==> config.mk <==
export PLATFORM = sky130hd
export DESIGN_NAME = raw_from_32
export DESIGN_NICKNAME = d
export VERILOG_FILES = /design/src/rtl/raw_from_32_pkg.sv /design/src/rtl/raw10_group_drain.sv /design/src/rtl/raw_from_32.sv
export SDC_FILE = /design/constraint.sdc
export NUM_CORES = 1
export LEC_CHECK = 0
export ABC_AREA = 1
export BUFFER_PORTS_ARGS = -buffer_cell sky130_fd_sc_hd__buf_2
export CORE_MARGIN = 5
export CORE_UTILIZATION = 31
export DETAILED_ROUTE_END_ITERATION = 7
export GPL_TIMING_DRIVEN = 1
export SLEW_MARGIN = 20
export SYNTH_ARGS = -nofsm -noshare
export SYNTH_HDL_FRONTEND = slang
export SYNTH_HIERARCHICAL = 1
export SYNTH_SLANG_ARGS = --single-unit
==> constraint.sdc <==
create_clock -name clk -period 5 [get_ports clk]
set_input_delay 0.5 -clock clk [delete_from_list [all_inputs] [get_ports clk]]
set_output_delay 0.5 -clock clk [all_outputs]
set_load 0.1 [all_outputs]
==> src/rtl/raw_from_32_pkg.sv <==
// Shared definitions for the 32-bit to 16-bit raw unpacker.
// Holds the stream dtype codes, the packed-10 group geometry (kept identical to
// the packer's) and the unpacker FSM state type.
package raw_from_32_pkg;

  localparam int unsigned DTYPE_WIDTH = 8;

  localparam logic [DTYPE_WIDTH-1:0] DTYPE_FRAME_START = 8'h01;
  localparam logic [DTYPE_WIDTH-1:0] DTYPE_FRAME_END   = 8'h02;
  localparam logic [DTYPE_WIDTH-1:0] DTYPE_ROW_START   = 8'h04;
  localparam logic [DTYPE_WIDTH-1:0] DTYPE_ROW_END     = 8'h08;
  localparam logic [DTYPE_WIDTH-1:0] DTYPE_HEADER      = 8'h10;
  localparam logic [DTYPE_WIDTH-1:0] DTYPE_PIXEL       = 8'h80;
  localparam logic [DTYPE_WIDTH-1:0] DTYPE_PIXEL_MASK  = 8'h80;

  // Packed-10 group: 4 MSB words (4 pixels each) plus one LSB word.
  localparam int unsigned PACK10_GROUP_PIX   = 16;
  localparam int unsigned PACK10_GROUP_WORDS = 5;

  typedef enum logic [1:0] {
    StIdle,
    StSplit,
    StDrain,
    StRowEnd
  } state_e;

  function automatic logic is_pixel(input logic [DTYPE_WIDTH-1:0] dt);
    return (dt & DTYPE_PIXEL_MASK) != '0;
  endfunction

endpackage

==> src/rtl/raw10_group_drain.sv <==
// Packed-10 group store and pixel extractor.
// Holds the four MSB words, the LSB word and the group pixel count n, and
// returns pixel i combinationally as {zeros, msb byte, 2 lsbs}.
// Ports:
//   clk, resetb       clock, async active-low reset
//   i_wr_en/idx/data  store a buffered word (idx 0..3 -> MSB, 4 -> LSB word)
//   i_lsb_from_buf    short group: the LSB word is MSB slot i_lsb_idx
//   i_n_load, i_n     load the pixel count for the coming drain
//   i_idx             pixel index to extract
//   o_n               current pixel count
//   o_pix             extracted 16-bit pixel
module raw10_group_drain #(
  parameter int unsigned PIXEL_WIDTH = 10
) (
  input  logic        clk,
  input  logic        resetb,
  input  logic        i_wr_en,
  input  logic [2:0]  i_wr_idx,
  input  logic [31:0] i_wr_data,
  input  logic        i_lsb_from_buf,
  input  logic [1:0]  i_lsb_idx,
  input  logic        i_n_load,
  input  logic [4:0]  i_n,
  input  logic [3:0]  i_idx,
  output logic [4:0]  o_n,
  output logic [15:0] o_pix
);

  logic [31:0] r_buf [4];
  logic [31:0] r_lsb;
  logic [4:0]  r_n;

  logic [31:0]            w_word;
  logic [PIXEL_WIDTH-3:0] w_msb;
  logic [4:0]             w_shift;
  logic [1:0]             w_lsb;

  always_ff @(posedge clk or negedge resetb) begin
    if (!resetb) begin
      for (int i = 0; i < 4; i++) r_buf[i] <= '0;
      r_lsb <= '0;
      r_n   <= '0;
    end else begin
      if (i_wr_en) begin
        if (i_wr_idx < 3'd4) r_buf[i_wr_idx[1:0]] <= i_wr_data;
        else                 r_lsb <= i_wr_data;
      end
      if (i_lsb_from_buf) r_lsb <= r_buf[i_lsb_idx];
      if (i_n_load)       r_n   <= i_n;
    end
  end

  always_comb begin
    w_word  = r_buf[i_idx[3:2]];
    // Pixel 0 of a word is its top byte.
    w_msb   = w_word[{~i_idx[1:0], 3'b000} +: (PIXEL_WIDTH - 2)];
    // LSB pairs are packed MSB-first across 2n bits; modulo-32 makes n=16 give 30-2i.
    w_shift = {r_n[3:0], 1'b0} - {i_idx, 1'b0} - 5'd2;
    w_lsb   = r_lsb[w_shift +: 2];
    o_pix   = 16'({w_msb, w_lsb});
  end

  assign o_n = r_n;

endmodule

==> src/rtl/raw_from_32.sv <==
// 32-bit imager stream to 16-bit raw pixel stream unpacker.
// Unpacked mode splits each word into two 16-bit values; packed-10 mode
// buffers MSB words plus an LSB word and drains the group one pixel per cycle.
// Ports:
//   clk, resetb   clock, async active-low reset
//   datai/dvi/dtypei  input word, valid, dtype (accepted when dvi && rdyo)
//   pack          packed-10 select, latched on accepted FRAME_START
//   rdyo          ready to accept a word
//   datao/dvo/dtypeo  registered output value, strobe, dtype
//   dropo         pulse when a partial packed group is discarded
module raw_from_32
  import raw_from_32_pkg::*;
#(
  parameter int unsigned PIXEL_WIDTH = 10
) (
  input  logic                   clk,
  input  logic                   resetb,
  input  logic [31:0]            datai,
  input  logic                   dvi,
  input  logic [DTYPE_WIDTH-1:0] dtypei,
  input  logic                   pack,
  output logic                   rdyo,
  output logic [15:0]            datao,
  output logic                   dvo,
  output logic [DTYPE_WIDTH-1:0] dtypeo,
  output logic                   dropo
);

  state_e                 r_state, w_state_d;
  logic [2:0]             r_cnt, w_cnt_d;
  logic [3:0]             r_idx, w_idx_d;
  logic                   r_pack_l, w_pack_d;
  logic                   r_rowend_pend, w_pend_d;
  logic [15:0]            r_hi, w_hi_d;
  logic [DTYPE_WIDTH-1:0] r_hi_dtype, w_hi_dtype_d;
  logic [15:0]            r_datao, w_datao_d;
  logic                   r_dvo, w_dvo_d;
  logic [DTYPE_WIDTH-1:0] r_dtypeo, w_dtypeo_d;
  logic                   r_rdyo, w_rdyo_d;
  logic                   r_dropo, w_drop_d;

  logic       w_accept, w_is_pix, w_is_rowend;
  logic       w_wr_en, w_lsb_from_buf, w_n_load;
  logic [1:0] w_lsb_idx;
  logic [4:0] w_n_val, w_n;
  logic [15:0] w_pix;

  assign w_accept    = dvi && r_rdyo;
  assign w_is_pix    = is_pixel(dtypei);
  assign w_is_rowend = (dtypei == DTYPE_ROW_END);

  raw10_group_drain #(
    .PIXEL_WIDTH(PIXEL_WIDTH)
  ) u_drain (
    .clk           (clk),
    .resetb        (resetb),
    .i_wr_en       (w_wr_en),
    .i_wr_idx      (r_cnt),
    .i_wr_data     (datai),
    .i_lsb_from_buf(w_lsb_from_buf),
    .i_lsb_idx     (w_lsb_idx),
    .i_n_load      (w_n_load),
    .i_n           (w_n_val),
    .i_idx         (r_idx),
    .o_n           (w_n),
    .o_pix         (w_pix)
  );

  always_comb begin
    w_state_d      = r_state;
    w_cnt_d        = r_cnt;
    w_idx_d        = r_idx;
    w_pack_d       = r_pack_l;
    w_pend_d       = r_rowend_pend;
    w_hi_d         = r_hi;
    w_hi_dtype_d   = r_hi_dtype;
    w_datao_d      = r_datao;
    w_dvo_d        = 1'b0;
    w_dtypeo_d     = r_dtypeo;
    w_drop_d       = 1'b0;
    w_wr_en        = 1'b0;
    w_lsb_from_buf = 1'b0;
    w_n_load       = 1'b0;
    w_n_val        = 5'd0;
    w_lsb_idx      = 2'(r_cnt - 3'd1);

    case (r_state)
      StIdle: begin
        if (w_accept) begin
          if (dtypei == DTYPE_FRAME_START) w_pack_d = pack;
          if ((dtypei == DTYPE_HEADER) || (w_is_pix && !r_pack_l)) begin
            w_dvo_d      = 1'b1;
            w_datao_d    = datai[15:0];
            w_dtypeo_d   = dtypei;
            w_hi_d       = datai[31:16];
            w_hi_dtype_d = dtypei;
            w_state_d    = StSplit;
          end else if (w_is_pix) begin
            w_wr_en = 1'b1;
            w_cnt_d = r_cnt + 3'd1;
            if (r_cnt == 3'(PACK10_GROUP_WORDS - 1)) begin
              w_n_load  = 1'b1;
              w_n_val   = 5'(PACK10_GROUP_PIX);
              w_idx_d   = '0;
              w_state_d = StDrain;
            end
          end else if (w_is_rowend && r_pack_l && (r_cnt >= 3'd2)) begin
            // Short group: the last buffered word carries the LSBs.
            w_lsb_from_buf = 1'b1;
            w_n_load       = 1'b1;
            w_n_val        = {r_cnt - 3'd1, 2'b00};
            w_hi_d         = datai[15:0];
            w_pend_d       = 1'b1;
            w_idx_d        = '0;
            w_state_d      = StDrain;
          end else begin
            w_dvo_d    = 1'b1;
            w_datao_d  = datai[15:0];
            w_dtypeo_d = dtypei;
            // A lone buffered word before ROW_END is the dummy LSB word: no drop.
            if (r_pack_l && (r_cnt != 3'd0)) begin
              w_cnt_d  = '0;
              w_drop_d = !w_is_rowend;
            end
          end
        end
      end
      StSplit: begin
        w_dvo_d    = 1'b1;
        w_datao_d  = r_hi;
        w_dtypeo_d = r_hi_dtype;
        w_state_d  = StIdle;
      end
      StDrain: begin
        w_dvo_d    = 1'b1;
        w_datao_d  = w_pix;
        w_dtypeo_d = DTYPE_PIXEL;
        w_idx_d    = r_idx + 4'd1;
        if ({1'b0, r_idx} == (w_n - 5'd1)) begin
          w_cnt_d   = '0;
          w_state_d = r_rowend_pend ? StRowEnd : StIdle;
        end
      end
      StRowEnd: begin
        w_dvo_d    = 1'b1;
        w_datao_d  = r_hi;
        w_dtypeo_d = DTYPE_ROW_END;
        w_pend_d   = 1'b0;
        w_state_d  = StIdle;
      end
      default: w_state_d = StIdle;
    endcase

    w_rdyo_d = (w_state_d == StIdle);
  end

  always_ff @(posedge clk or negedge resetb) begin
    if (!resetb) begin
      r_state       <= StIdle;
      r_cnt         <= '0;
      r_idx         <= '0;
      r_pack_l      <= 1'b0;
      r_rowend_pend <= 1'b0;
      r_hi          <= '0;
      r_hi_dtype    <= '0;
      r_datao       <= '0;
      r_dvo         <= 1'b0;
      r_dtypeo      <= '0;
      r_rdyo        <= 1'b0;
      r_dropo       <= 1'b0;
    end else begin
      r_state       <= w_state_d;
      r_cnt         <= w_cnt_d;
      r_idx         <= w_idx_d;
      r_pack_l      <= w_pack_d;
      r_rowend_pend <= w_pend_d;
      r_hi          <= w_hi_d;
      r_hi_dtype    <= w_hi_dtype_d;
      r_datao       <= w_datao_d;
      r_dvo         <= w_dvo_d;
      r_dtypeo      <= w_dtypeo_d;
      r_rdyo        <= w_rdyo_d;
      r_dropo       <= w_drop_d;
    end
  end

  assign rdyo   = r_rdyo;
  assign datao  = r_datao;
  assign dvo    = r_dvo;
  assign dtypeo = r_dtypeo;
  assign dropo  = r_dropo;

endmodule

==> impl_metrics.env <==
export IMPL_drc=0
export IMPL_status="finished clean"
export IMPL_diodes=0
export IMPL_core_area_um2=39800
export IMPL_die_h_um=211
export IMPL_cp_max_fo=18
export IMPL_cp_end_kind="register"
export IMPL_met1_usage_pct=25.5
export IMPL_vias=11700
export IMPL_grt_usage_pct=18.3
export IMPL_cap_violations=0
export IMPL_grt_pass1_wl_um=65100
export IMPL_overflow=0
export IMPL_grt_pass1_vias=11300
export IMPL_first_pass_iters=6
export IMPL_hold_violations=0
export IMPL_start_util_pct=31.4
export IMPL_vias_per_cell=5.16
export IMPL_numCtsBuffers=26
export IMPL_clockBufferDepth=3
export IMPL_io_pins=71
export IMPL_final_period_utilization_pct=79.8
export IMPL_max_slew_margin_pct=31.5
export IMPL_antenna_found_initial=0
export IMPL_layout_cells_non_filler=2258
export IMPL_leakage_uw=0.00695
export IMPL_cts_tree="built"
export IMPL_start_kind="register"
export IMPL_ys_flop_type="dfrtp_1"
export IMPL_syn_area_um2=12500
export IMPL_whs_ns=0.0525
export IMPL_async_reset_ff_share_pct=100
export IMPL_die_w_um=211
export IMPL_avgRoutedWirePerCell_um=18.6
export IMPL_met3_usage_pct=3.19
export IMPL_cts_resized_gates=0
export IMPL_drive_gt1_share_pct=10.3
export IMPL_clkTransAtPathRegs_ns=0.06
export IMPL_drv_slew=0
export IMPL_fin_skew_ns=0.00561
export IMPL_grt_max_degree=125
export IMPL_fin_nets=1769
export IMPL_yosysWarningCount=6
export IMPL_cp_arrival_ns=4.38
export IMPL_final_setup_tns_ns=0
export IMPL_syn_inst=1697
export IMPL_synth_top_cell_by_area="dfrtp_1"
export IMPL_synth_cell_type_count=37
export IMPL_rsz0062_at_grt="no"
export IMPL_path_class="register to register"
export IMPL_pwr_density_cell_nw_per_um2=755
export IMPL_port_buffers=70
export IMPL_insertion_delay_ns=0.53
export IMPL_grt_met2_usage_pct=28.1
export IMPL_yosys_area_top_type_share_pct=45.4
export IMPL_final_antenna_net_count=0
export IMPL_period_minus_slack_ns=3.99
export IMPL_hpwl_um=26200
export IMPL_cts_hold_buf=0
export IMPL_tightestPinTransition_ns=1.02
export IMPL_crit_required_ns=5.39
export IMPL_hold_class="input port to asynchronous set/reset pin"
export IMPL_busiest_layer="met2"
export IMPL_clock_sinks=227
export IMPL_htreeDepth=1
export IMPL_row_count=73
export IMPL_synth_area_top_cells="dfrtp_1 45%, nand2_1 17%, nand3_1 7.8%, o21ai_1 5.8%, inv_1 4.9%"
export IMPL_ys_ff_latch=227
export IMPL_drt_initial_drc_count=1307
export IMPL_avgSynthCellArea_um2=7.37
export IMPL_final_setup_viol_count=0
export IMPL_dieArea_um2=44500
export IMPL_area_growth_pct=12.5
export IMPL_max_freq_ghz=0.251
export IMPL_cts_setup_buffers=0
export IMPL_placed_cells=2210
export IMPL_cts_root_buf="clkbuf_16"
export IMPL_synth_edf_count=0
export IMPL_wl_um=41900
export IMPL_gp_congestion=0.867
export IMPL_ys_seq_area_share_pct=45.4
export IMPL_vdd_drop_max_uv=323
==> flip-flops by register name, indices dropped and copies added, names as in the netlist <==
signal / flops
datao: 16
r_pack_l: 1
r_rowend_pend: 1
u_drain/r_lsb: 32
dropo: 1
r_hi_dtype: 8
u_drain/r_buf: 128
r_state: 2
r_idx: 4
r_cnt: 3
rdyo: 1
dtypeo: 8
u_drain/o_n: 5
r_hi: 16
dvo: 1
==> layer usage <==
layer / wire length [µm] / share of wire [%]
met1: 18000 / 43
met2: 18600 / 44
met3: 3600 / 8.6
met4: 1780 / 4.2
met5: 0 / 0
==> logic make-up after synthesis <==
logic type	synth area share, %
AO/OA/AOI/OAI	13.9
buffers and inverters	9.62
adder cells (fa/ha/maj)	1.26
AND/OR/NAND/NOR	29.3
flip-flops	45.4
other	0.0600
XOR/XNOR	0.420
multiplexers	0.0900
==> final cells by class <==
type | instances | area [µm²]
Fill cell | 4241 | 25800
Sequential cell | 227 | 5680
Multi-Input combinational cell | 1196 | 5660
Clock buffer | 41 | 838
Tap cell | 525 | 657
Inverter | 174 | 653
Timing Repair Buffer | 88 | 520
Clock inverter | 7 | 62.6
==> cell usage after synthesis, types with 3 or more instances <==
cell type	instances
nand2_1	569
dfrtp_1	227
nand3_1	194
inv_1	162
o21ai_1	144
nor2_1	92
buf_2	56
o21ai_0	38
o221ai_1	32
clkbuf_1	25
a21oi_1	20
o211ai_1	19
a221oi_1	16
buf_4	16
a21oi_2	15
inv_2	12
ha_1	11
nor3_1	7
buf_1	6
nand4_1	5
nand2_4	4
xor2_1	4
buf_6	3
nand2_2	3
==> worst max-delay path: stages, from the launching register on <==
cell and delay (ns):
dfrtp_1 0.38, inv_1 0.09, ha_1 0.77, inv_2 0.36
fa_1 0.94, inv_1 0.32, nand3_1 0.20, nand2_1 0.10
nand2_1 0.07, nand2_1 0.06, nand2_1 0.05, nand2_1 0.06
a221oi_1 0.33, o21ai_1 0.12
==> cells in the final DEF, fill, tap and decap left out, drive strengths merged <==
| master | instances |
|---|---|
| o21ai | 183 |
| clkinvlp | 1 |
| a21oi | 35 |
| nor3 | 7 |
| o211ai | 19 |
| xnor2 | 2 |
| conb | 8 |
| mux2 | 1 |
| a221oi | 16 |
| clkbuf | 41 |
| nor2 | 95 |
| o221ai | 32 |
| bufinv | 1 |
| fa | 1 |
| nand4 | 5 |
| nand3 | 197 |
| clkinv | 6 |
| xor2 | 4 |
| nand3b | 1 |
| dfrtp | 227 |
| a21boi | 1 |
| a31oi | 1 |
| ha | 11 |
| nand2 | 576 |
| buf | 88 |
| inv | 173 |
| or2 | 1 |
==> path summary, 6_finish.rpt <==
kind	startpoint	to	slack [ns]	cells past startpoint
max in group asynchronous	resetb	u_drain/r_buf[79]	3.85	2
hold reg to reg	dtypeo[0]	dtypeo[0]	0.47	2
setup / recovery	u_drain/o_n[0]	datao[0]	1.01	13
hold / removal	resetb	datao[3]	0.05	1
setup reg to reg	u_drain/o_n[0]	datao[0]	1.01	13
min in group clk	pack	r_pack_l	0.26	3
==> metrics by stage <==
stage	util, %	total power [µW]	instance area [µm²]	setup WS [ns]
after floorplan	-	7050	12500	2.35
after global placement	33.1	8490	13200	1.20
after detailed placement	33.1	8590	13200	1.13
after CTS	35.3	10600	14100	1.11
after global routing	35.3	11400	14100	0.786
final	35.3	10600	14100	1.01
==> power breakdown <==
| group | internal [µW] | leakage (µW) | switching, µW | total [µW] |
|---|---|---|---|---|
| combinational | 1530 | 0.00370 | 3950 | 5480 |
| sequential | 2620 | 0.00280 | 553 | 3170 |
| clock | 1190 | 0.000449 | 771 | 1970 |
No activity file was read; power rests on OpenSTA's default activity.
